### config.mk
export PLATFORM = sky130hd
export DESIGN_NAME = pc_fetch
export DESIGN_NICKNAME = d
export VERILOG_FILES = /design/src/rtl/pc_fetch.sv
export SDC_FILE = /design/constraint.sdc
export NUM_CORES = 1
export LEC_CHECK = 0
export ABC_AREA = 1
export BUFFER_PORTS_ARGS = -buffer_cell sky130_fd_sc_hd__buf_2
export CAP_MARGIN = 20
export CORE_ASPECT_RATIO = 0.7
export CORE_MARGIN = 3
export CORE_UTILIZATION = 45
export CTS_CLUSTER_DIAMETER = 200
export DETAILED_ROUTE_END_ITERATION = 7
export GPL_TIMING_DRIVEN = 0
export PLACE_DENSITY_LB_ADDON = 0.15
export SYNTH_ARGS = -nofsm -noshare
export SYNTH_HDL_FRONTEND = slang
export SYNTH_SLANG_ARGS = --single-unit
### constraint.sdc
create_clock -name CLK -period 2.69 [get_ports CLK]
set_clock_uncertainty 0.1 [all_clocks]
set_input_delay 0.6725 -clock CLK [delete_from_list [all_inputs] [get_ports CLK]]
set_output_delay 0.6725 -clock CLK [all_outputs]
set_load 0.01 [all_outputs]
### src/rtl/pc_fetch.sv
// Program-counter fetch stage: IDLE/FETCH/HALTED control with a registered PC and sequential/branch next-PC select.
// Optional feature: define PC_FETCH_BRBUF_EN to keep a one-entry buffer for branches that arrive during a stall.
module pc_fetch #(
    parameter int               WIDTH      = 32,
    parameter logic [WIDTH-1:0] RESET_ADDR = '0,
    parameter logic [WIDTH-1:0] INC        = WIDTH'(4)
) (
    input  logic             CLK,
    input  logic             RST,
    input  logic [WIDTH-1:0] BT,
    input  logic             BR,
    input  logic             HALT,
    input  logic             RDY,
    output logic [WIDTH-1:0] PC,
    output logic [WIDTH-1:0] PC4,
    output logic             VALID
);

    typedef enum logic [1:0] {
        IDLE   = 2'd0,
        FETCH  = 2'd1,
        HALTED = 2'd2
    } state_t;

    state_t           state_p0, state_nx;
    logic [WIDTH-1:0] pc_p0, pc_nx;
    logic             accept;

    // Sequential successor; the adder width makes the top-to-bottom wrap implicit.
    function automatic logic [WIDTH-1:0] next_seq(input logic [WIDTH-1:0] addr);
        return addr + INC;
    endfunction

`ifdef PC_FETCH_BRBUF_EN
    logic             pend_vld_p0, pend_vld_nx;
    logic [WIDTH-1:0] pend_p0, pend_nx;
`endif

    assign VALID  = (state_p0 == FETCH);
    assign accept = VALID && RDY;
    assign PC     = pc_p0;
    assign PC4    = next_seq(pc_p0);

    always_comb begin
        state_nx = state_p0;
        pc_nx    = pc_p0;
`ifdef PC_FETCH_BRBUF_EN
        pend_vld_nx = pend_vld_p0;
        pend_nx     = pend_p0;
`endif
        case (state_p0)
            IDLE: state_nx = FETCH;
            FETCH: begin
                if (accept) begin
`ifdef PC_FETCH_BRBUF_EN
                    // A live branch beats an older buffered one.
                    if (BR)
                        pc_nx = BT;
                    else if (pend_vld_p0)
                        pc_nx = pend_p0;
                    else
                        pc_nx = PC4;
                    pend_vld_nx = 1'b0;
`else
                    pc_nx = BR ? BT : PC4;
`endif
                end
`ifdef PC_FETCH_BRBUF_EN
                else if (BR) begin
                    pend_vld_nx = 1'b1;
                    pend_nx     = BT;
                end
`endif
                if (HALT)
                    state_nx = HALTED;
            end
            HALTED: begin
                if (BR)
                    pc_nx = BT;
                if (!HALT)
                    state_nx = FETCH;
            end
            default: state_nx = IDLE;
        endcase
    end

    // Stage p0: control state and PC register
    always_ff @(posedge CLK or posedge RST) begin
        if (RST) begin
            state_p0 <= IDLE;
            pc_p0    <= RESET_ADDR;
`ifdef PC_FETCH_BRBUF_EN
            pend_vld_p0 <= 1'b0;
`endif
        end else begin
            state_p0 <= state_nx;
            pc_p0    <= pc_nx;
`ifdef PC_FETCH_BRBUF_EN
            pend_vld_p0 <= pend_vld_nx;
`endif
        end
    end

`ifdef PC_FETCH_BRBUF_EN
    always_ff @(posedge CLK) begin
        pend_p0 <= pend_nx;
    end
`endif

endmodule

==> summary.txt, run 1 <==
routability cong.: 0.863
maxcap violations: 0
worst slack, placed: 0.347 ns
synth unique cells: 30
Max clock buf depth: 2
Synth Instances: 424
Yosys reg bits: 34
Synth top area share: 32.2%
via count: 3077
CTS sink cnt: 34
VDD IR max: 618 µV
Combinational Power Share: 58.1%
post-route setup slack: 0.118 ns
Warnings, synthesis: 0
final hold vios: 0
final setup fails: 0
Syn Nets: 462
initial antenna violation count: 0
total CTS buffers: 5
fin crit share: 95.6%
fin nets: 571
clock latency on the worst-skew pair: 0.29 ns
placed cells: 597
final non-filler cell total: 606
H-tree depth: 2
Synth Flop Type: dfrtp_1
core area: 5450 µm²
clock power share: 11.1%
global-route wire length before repair: 13600 µm
slew margin rel.: 49.7%
Die ar.: 6850 µm²
sequential share of power: 30.8%
Routed WL: 8310 µm
row count: 22
largest net degree at the start of global routing: 35
die height: 70.2 µm
CTS tree: yes
TNS Setup: 0 ns
GRT Overall Usage: 24.4%
Ports: 102
Avg Inst Size Synth: 6.24 µm²
DRT Pass-1 Iters: 4
Initial Util: 48.6%
Pleak: 0.00190 µW
Post-synth EDFFs: 0
drt drc: 0
Synth area leader: dfrtp_1
Async SR Flop Fraction: 100%
Critical Path Source Type: register
Sw Share: 51.9%
Fmax: 0.389 GHz
average vias per placed instance: 5.08
Psw: 1910 µW
wire per inst: 13.7 µm
count leader, synth: nand2_1
HPWL Detailed: 6460 µm
register area share after synthesis: 32.2%
die width: 97.7 µm
Power Internal: 1770 µW
top cells by count, synth: 163 x nand2_1, 69 x nor2_1, 40 x inv_1
DRT iter0 DRCs: 246
Netlist Area Pre-Place: 2650 µm²
Tightest Pin Transition: 0.755 ns
clk slew on worst S/H paths: 0.07 ns
n_diodes: 0
Hold Crit Class: input port to async pin
PD cells: 1090 nW/µm²
critical path class: register to output port
Max Fanout on Critical Path: 6
fillers: 572
Crit path arrival time: 1.80 ns
grt total ovfl: 0
number of global-route vias before repair: 2862
Design Area, Final: 3370 µm²
DP Area: 3240 µm²
outcome: finished clean
Layout area overhead: 27.3%
layout cell share with drive strength beyond 1: 28.5%
largest cells by area after synthesis: dfrtp_1 32%, nand2_1 23%, nor2_1 9.8%
r2r worst-path depth: 7
Setup crit end kind: output port
port buffer count: 101
post-route minimum period: 2.57 ns
WP data required: 1.92 ns
fin. max-slew vios: 0
Detail Route Antenna Nets: 0
clk root buf: clkbuf_8
[worst max-delay path: stages, from the launching register on]
cell	delay, ns
dfrtp_2	0.42
ha_2	0.22
nand2_1	0.10
nor2_4	0.14
nand2_4	0.11
nor2_4	0.17
nand2_1	0.07
nand2_1	0.07
nand2_1	0.06
buf_2	0.13
[logic make-up after synthesis]
logic type                 share of synthesized area [%]
and+or+nand+nor                                     47.7
buffers and inverters                               8.70
AOI/OAI and AO/OA                                   8.37
DFF                                                 32.2
xor gates and xnor gates                            2.65
adders and majority gates                          0.473
[final timing paths]
path,start,end,slack [ns]
worst max-delay path,PC[3],PC4[26],0.12
worst min-delay path,RST,PC[31],0.40
worst max register to register,state_p0[1],PC[28],0.89
worst min register to register,PC[1],PC[1],0.43
max in group asynchronous,RST,PC[3],1.55
min in group CLK,PC[1],PC[1],0.43
[metrics by stage]
step / utilization [%] / hold WS (ns) / total power [µW]
final: 61.8 / 0.398 / 3680
after global routing: 61.8 / 0.472 / 4010
after CTS: 61.2 / 0.430 / 3640
after detailed placement: 59.5 / 0.410 / 3230
after global placement: 59.5 / 0.385 / 3170
after floorplan: - / 0.398 / 2390
[placed cells by master, fill, tap and decap left out]
| cell | instances |
|---|---|
| nand2_8 | 1 |
| clkbuf_1 | 4 |
| ha_2 | 1 |
| inv_2 | 4 |
| nor2_8 | 3 |
| o21ai_0 | 9 |
| o22ai_1 | 2 |
| a21oi_1 | 19 |
| xor2_1 | 5 |
| clkinv_2 | 1 |
| nor2_1 | 68 |
| and2_1 | 1 |
| nand2_2 | 5 |
| dfrtp_2 | 1 |
| buf_4 | 6 |
| nor3_1 | 1 |
| xnor2_1 | 2 |
| dfrtp_1 | 33 |
| clkbuf_8 | 6 |
| nand3_1 | 27 |
| a21oi_2 | 3 |
| xor2_2 | 1 |
| o21a_1 | 1 |
| buf_2 | 105 |
| nand3b_1 | 2 |
| nor2_2 | 5 |
| nand2_1 | 163 |
| o21ai_1 | 4 |
| nand4_1 | 1 |
| o21ai_2 | 1 |
| nor2_4 | 7 |
| a31oi_1 | 1 |
| nand2_4 | 2 |
| inv_1 | 39 |
[layer usage]
metal,vias up,track usage (%),routed length (µm)
met5,-,0,0
met4,0,6.14,82
met3,8,5.89,636
met2,127,37.3,3670
met1,1415,34.7,3930
li1,1527,-,-
[power by group through the flow]
stage	clock [µW]	combinational [µW]	sequential, µW
after detailed placement	0	2110	1120
after floorplan	0	1240	1150
after CTS	409	2110	1120
after global routing	436	2390	1180
final	410	2140	1140
after global placement	0	2060	1110
[cell type report]
type                    instances  area (µm²)  share of cell area (%)
plain buffers                  12        68.8                    2.04
clock buffers                   7        86.3                    2.56
repair buffers                102         513                    15.2
inverters                      43         161                    4.79
well taps                      72        90.1                    2.67
multi-input cells             335        1590                    47.3
flip-flops and latches         34         852                    25.3
clock inverters                 1        5.00                   0.149
[state kept, by name (all words and copies together) (netlist names)]
register,flops
PC,32
state_p0,2
[timing repair]
action / in CTS / in global routing
hold buffers: 0 / 0
buffers inserted: 0 / 1
gates resized for setup: 0 / 7
endpoints found under the setup margin: 0 / 9
No activity file was read; power rests on OpenSTA's default activity.
==> run 2, diff against run 1 <==
REMOVE_ABC_BUFFERS = 1   (was default)
==> run 2 against run 1 <==
- register-to-register slack got worse by 0.52 ns
- critical endpoint is now PC4[22]
- sequential power about the same
- largest power group unchanged
- critical path depth unchanged
- worst hold slack got worse by 0.044 ns
- power up 1.0%
- critical path type unchanged
- final area increased by 0.59%
- die area unchanged
- sequential cell count unchanged
- combinational power about the same
==> summary.txt, run 2 (synthesis results as in run 1) <==
outcome: finished clean (unchanged)
CTS tree: yes (unchanged)
clk root buf: clkbuf_8 (unchanged)
core area: 5450 µm² (unchanged)
via count: 2974 (was 3077)
post-route minimum period: 2.58 ns (was 2.57 ns)
clk slew on worst S/H paths: 0.08 ns (was 0.07 ns)
WP data required: 1.92 ns (about the same)
total CTS buffers: 5 (unchanged)
Hold Crit Class: input port to async pin (unchanged)
max FFs per register: 32 (unchanged)
Tightest Pin Transition: 0.779 ns (was 0.755 ns)
Pleak: 0.00191 µW (was 0.00190 µW)
die width: 97.7 µm (unchanged)
initial antenna violation count: 0 (unchanged)
DRT iter0 DRCs: 166 (was 246)
number of global-route vias before repair: 2726 (was 2862)
layout cell share with drive strength beyond 1: 27.7% (was 28.5%)
grt total ovfl: 0 (unchanged)
register area: 852 µm² (unchanged)
CP peak stage delay: 0.40 ns (was 0.42 ns)
Layout area overhead: 28.1% (was 27.3%)
final setup fails: 0 (unchanged)
routability cong.: 0.947 (was 0.863)
Max clock buf depth: 2 (unchanged)
n_diodes: 0 (unchanged)
drt drc: 0 (unchanged)
most frequent cells in the layout: 163 x nand2_1, 101 x buf_2, 68 x nor2_1 (was 163 x nand2_1, 105 x buf_2, 68 x nor2_1)
DRT Pass-1 Iters: 4 (unchanged)
average vias per placed instance: 4.96 (was 5.08)
VDD IR max: 583 µV (was 618 µV)
Detail Route Antenna Nets: 0 (unchanged)
area of the multi-input gates: 1590 µm² (about the same)
largest net degree at the start of global routing: 45 (was 35)
Critical Path Source Type: register (unchanged)
CP Cell Sequence: ha_1 -> nand2_1 -> nor2_4 -> nand2_4 -> nor2_4 -> nand2_1 -> nand2_1 -> nand2_1 -> buf_2 (was ha_2 -> nand2_1 -> nor2_4 -> nand2_4 -> nor2_4 -> nand2_1 -> nand2_1 -> nand2_1 -> buf_2)
Final Util: 62.2% (was 61.8%)
global-route wire length before repair: 12500 µm (was 13600 µm)
maxcap violations: 0 (unchanged)
fillers: 552 (was 572)
Initial Util: 48.6% (unchanged)
CTS sink cnt: 34 (unchanged)
Routed WL: 7580 µm (was 8310 µm)
fin crit share: 95.9% (was 95.6%)
Slowest cell on crit path: dfrtp_1 (was dfrtp_2)
most frequent CP cell: nand2_1 (unchanged)
most common cell after layout, fill and taps aside: nand2_1 (unchanged)
Setup crit end kind: output port (unchanged)
die height: 70.2 µm (unchanged)
Die ar.: 6850 µm² (unchanged)
Crit path arrival time: 1.81 ns (was 1.80 ns)
port buffer count: 101 (unchanged)
fin. max-slew vios: 0 (unchanged)
worst hold margin: 0.354 ns (was 0.398 ns)
critical path class: register to output port (unchanged)
wire per inst: 12.6 µm (was 13.7 µm)
GRT Overall Usage: 22.0% (was 24.4%)
HPWL Detailed: 5770 µm (was 6460 µm)
Crit path buffers/inverters: 1 (unchanged)
clock latency on the worst-skew pair: 0.29 ns (about the same)
Ports: 102 (unchanged)
CP top delay family: simple AND/OR/NAND/NOR gates (unchanged)
row count: 22 (unchanged)
slew margin rel.: 48.0% (was 49.7%)
PD cells: 1100 nW/µm² (was 1090 nW/µm²)
Max Fanout on Critical Path: 6 (unchanged)
fin nets: 564 (was 571)
Fmax: 0.387 GHz (was 0.389 GHz)
cts hold-fix bufs: 0 (unchanged)
final hold vios: 0 (unchanged)
H-tree depth: 2 (unchanged)
## run 2: final timing paths
path                             startpoint       to  slack, ns  cells past startpoint
max in group asynchronous               RST   PC[31]       1.61                      3
worst max register to register  state_p0[1]   PC[29]       0.37                      7
min in group CLK                      PC[1]    PC[1]       0.40                      2
worst max-delay path                  PC[2]  PC4[22]       0.11                      9
worst min register to register        PC[1]    PC[1]       0.40                      2
worst min-delay path                    RST   PC[10]       0.35                      2
## run 2: final cells by class
| cell class | instances | area share, % |
|---|---|---|
| Clock buffer | 8 | 3.25 |
| Tap cell | 72 | 2.66 |
| Sequential cell | 34 | 25.1 |
| Timing Repair Buffer | 107 | 17.4 |
| Multi-Input combinational cell | 335 | 46.8 |
| Inverter | 43 | 4.76 |
## run 2: metal layers
layer / wire length (µm) / up-vias / GRT usage, % / part of all wire (%)
met2: 3320 / 101 / 34.5 / 44
met4: 37 / 0 / 4.92 / 0.49
met5: 0 / - / 0 / 0
li1: - / 1515 / - / -
met3: 529 / 6 / 4.89 / 7.0
met1: 3690 / 1352 / 31.0 / 49
## run 2: repair_timing
action,CTS,global route
resized for setup,0,4
setup buffers,0,4
endpoints found under the setup margin,0,8
## run 2: power by group
group | switching, µW | internal (µW)
registers | 376 | 754
logic | 1310 | 824
clock network | 200 | 259
## run 2: per-stage QoR
step           area [µm²]  worst slack [ns]  setup TNS [ns]  power, µW  cells
2_1_floorplan        2580             0.416               0       2350    412
3_3_place_gp         3170            -0.397           -5.22       3110    585
3_5_place_dp         3240             0.135               0       3200    587
4_1_cts              3350            0.0568               0       3670    595
5_1_grt              3390           -0.0326          -0.105       4050    599
6_report             3390             0.109               0       3720    599
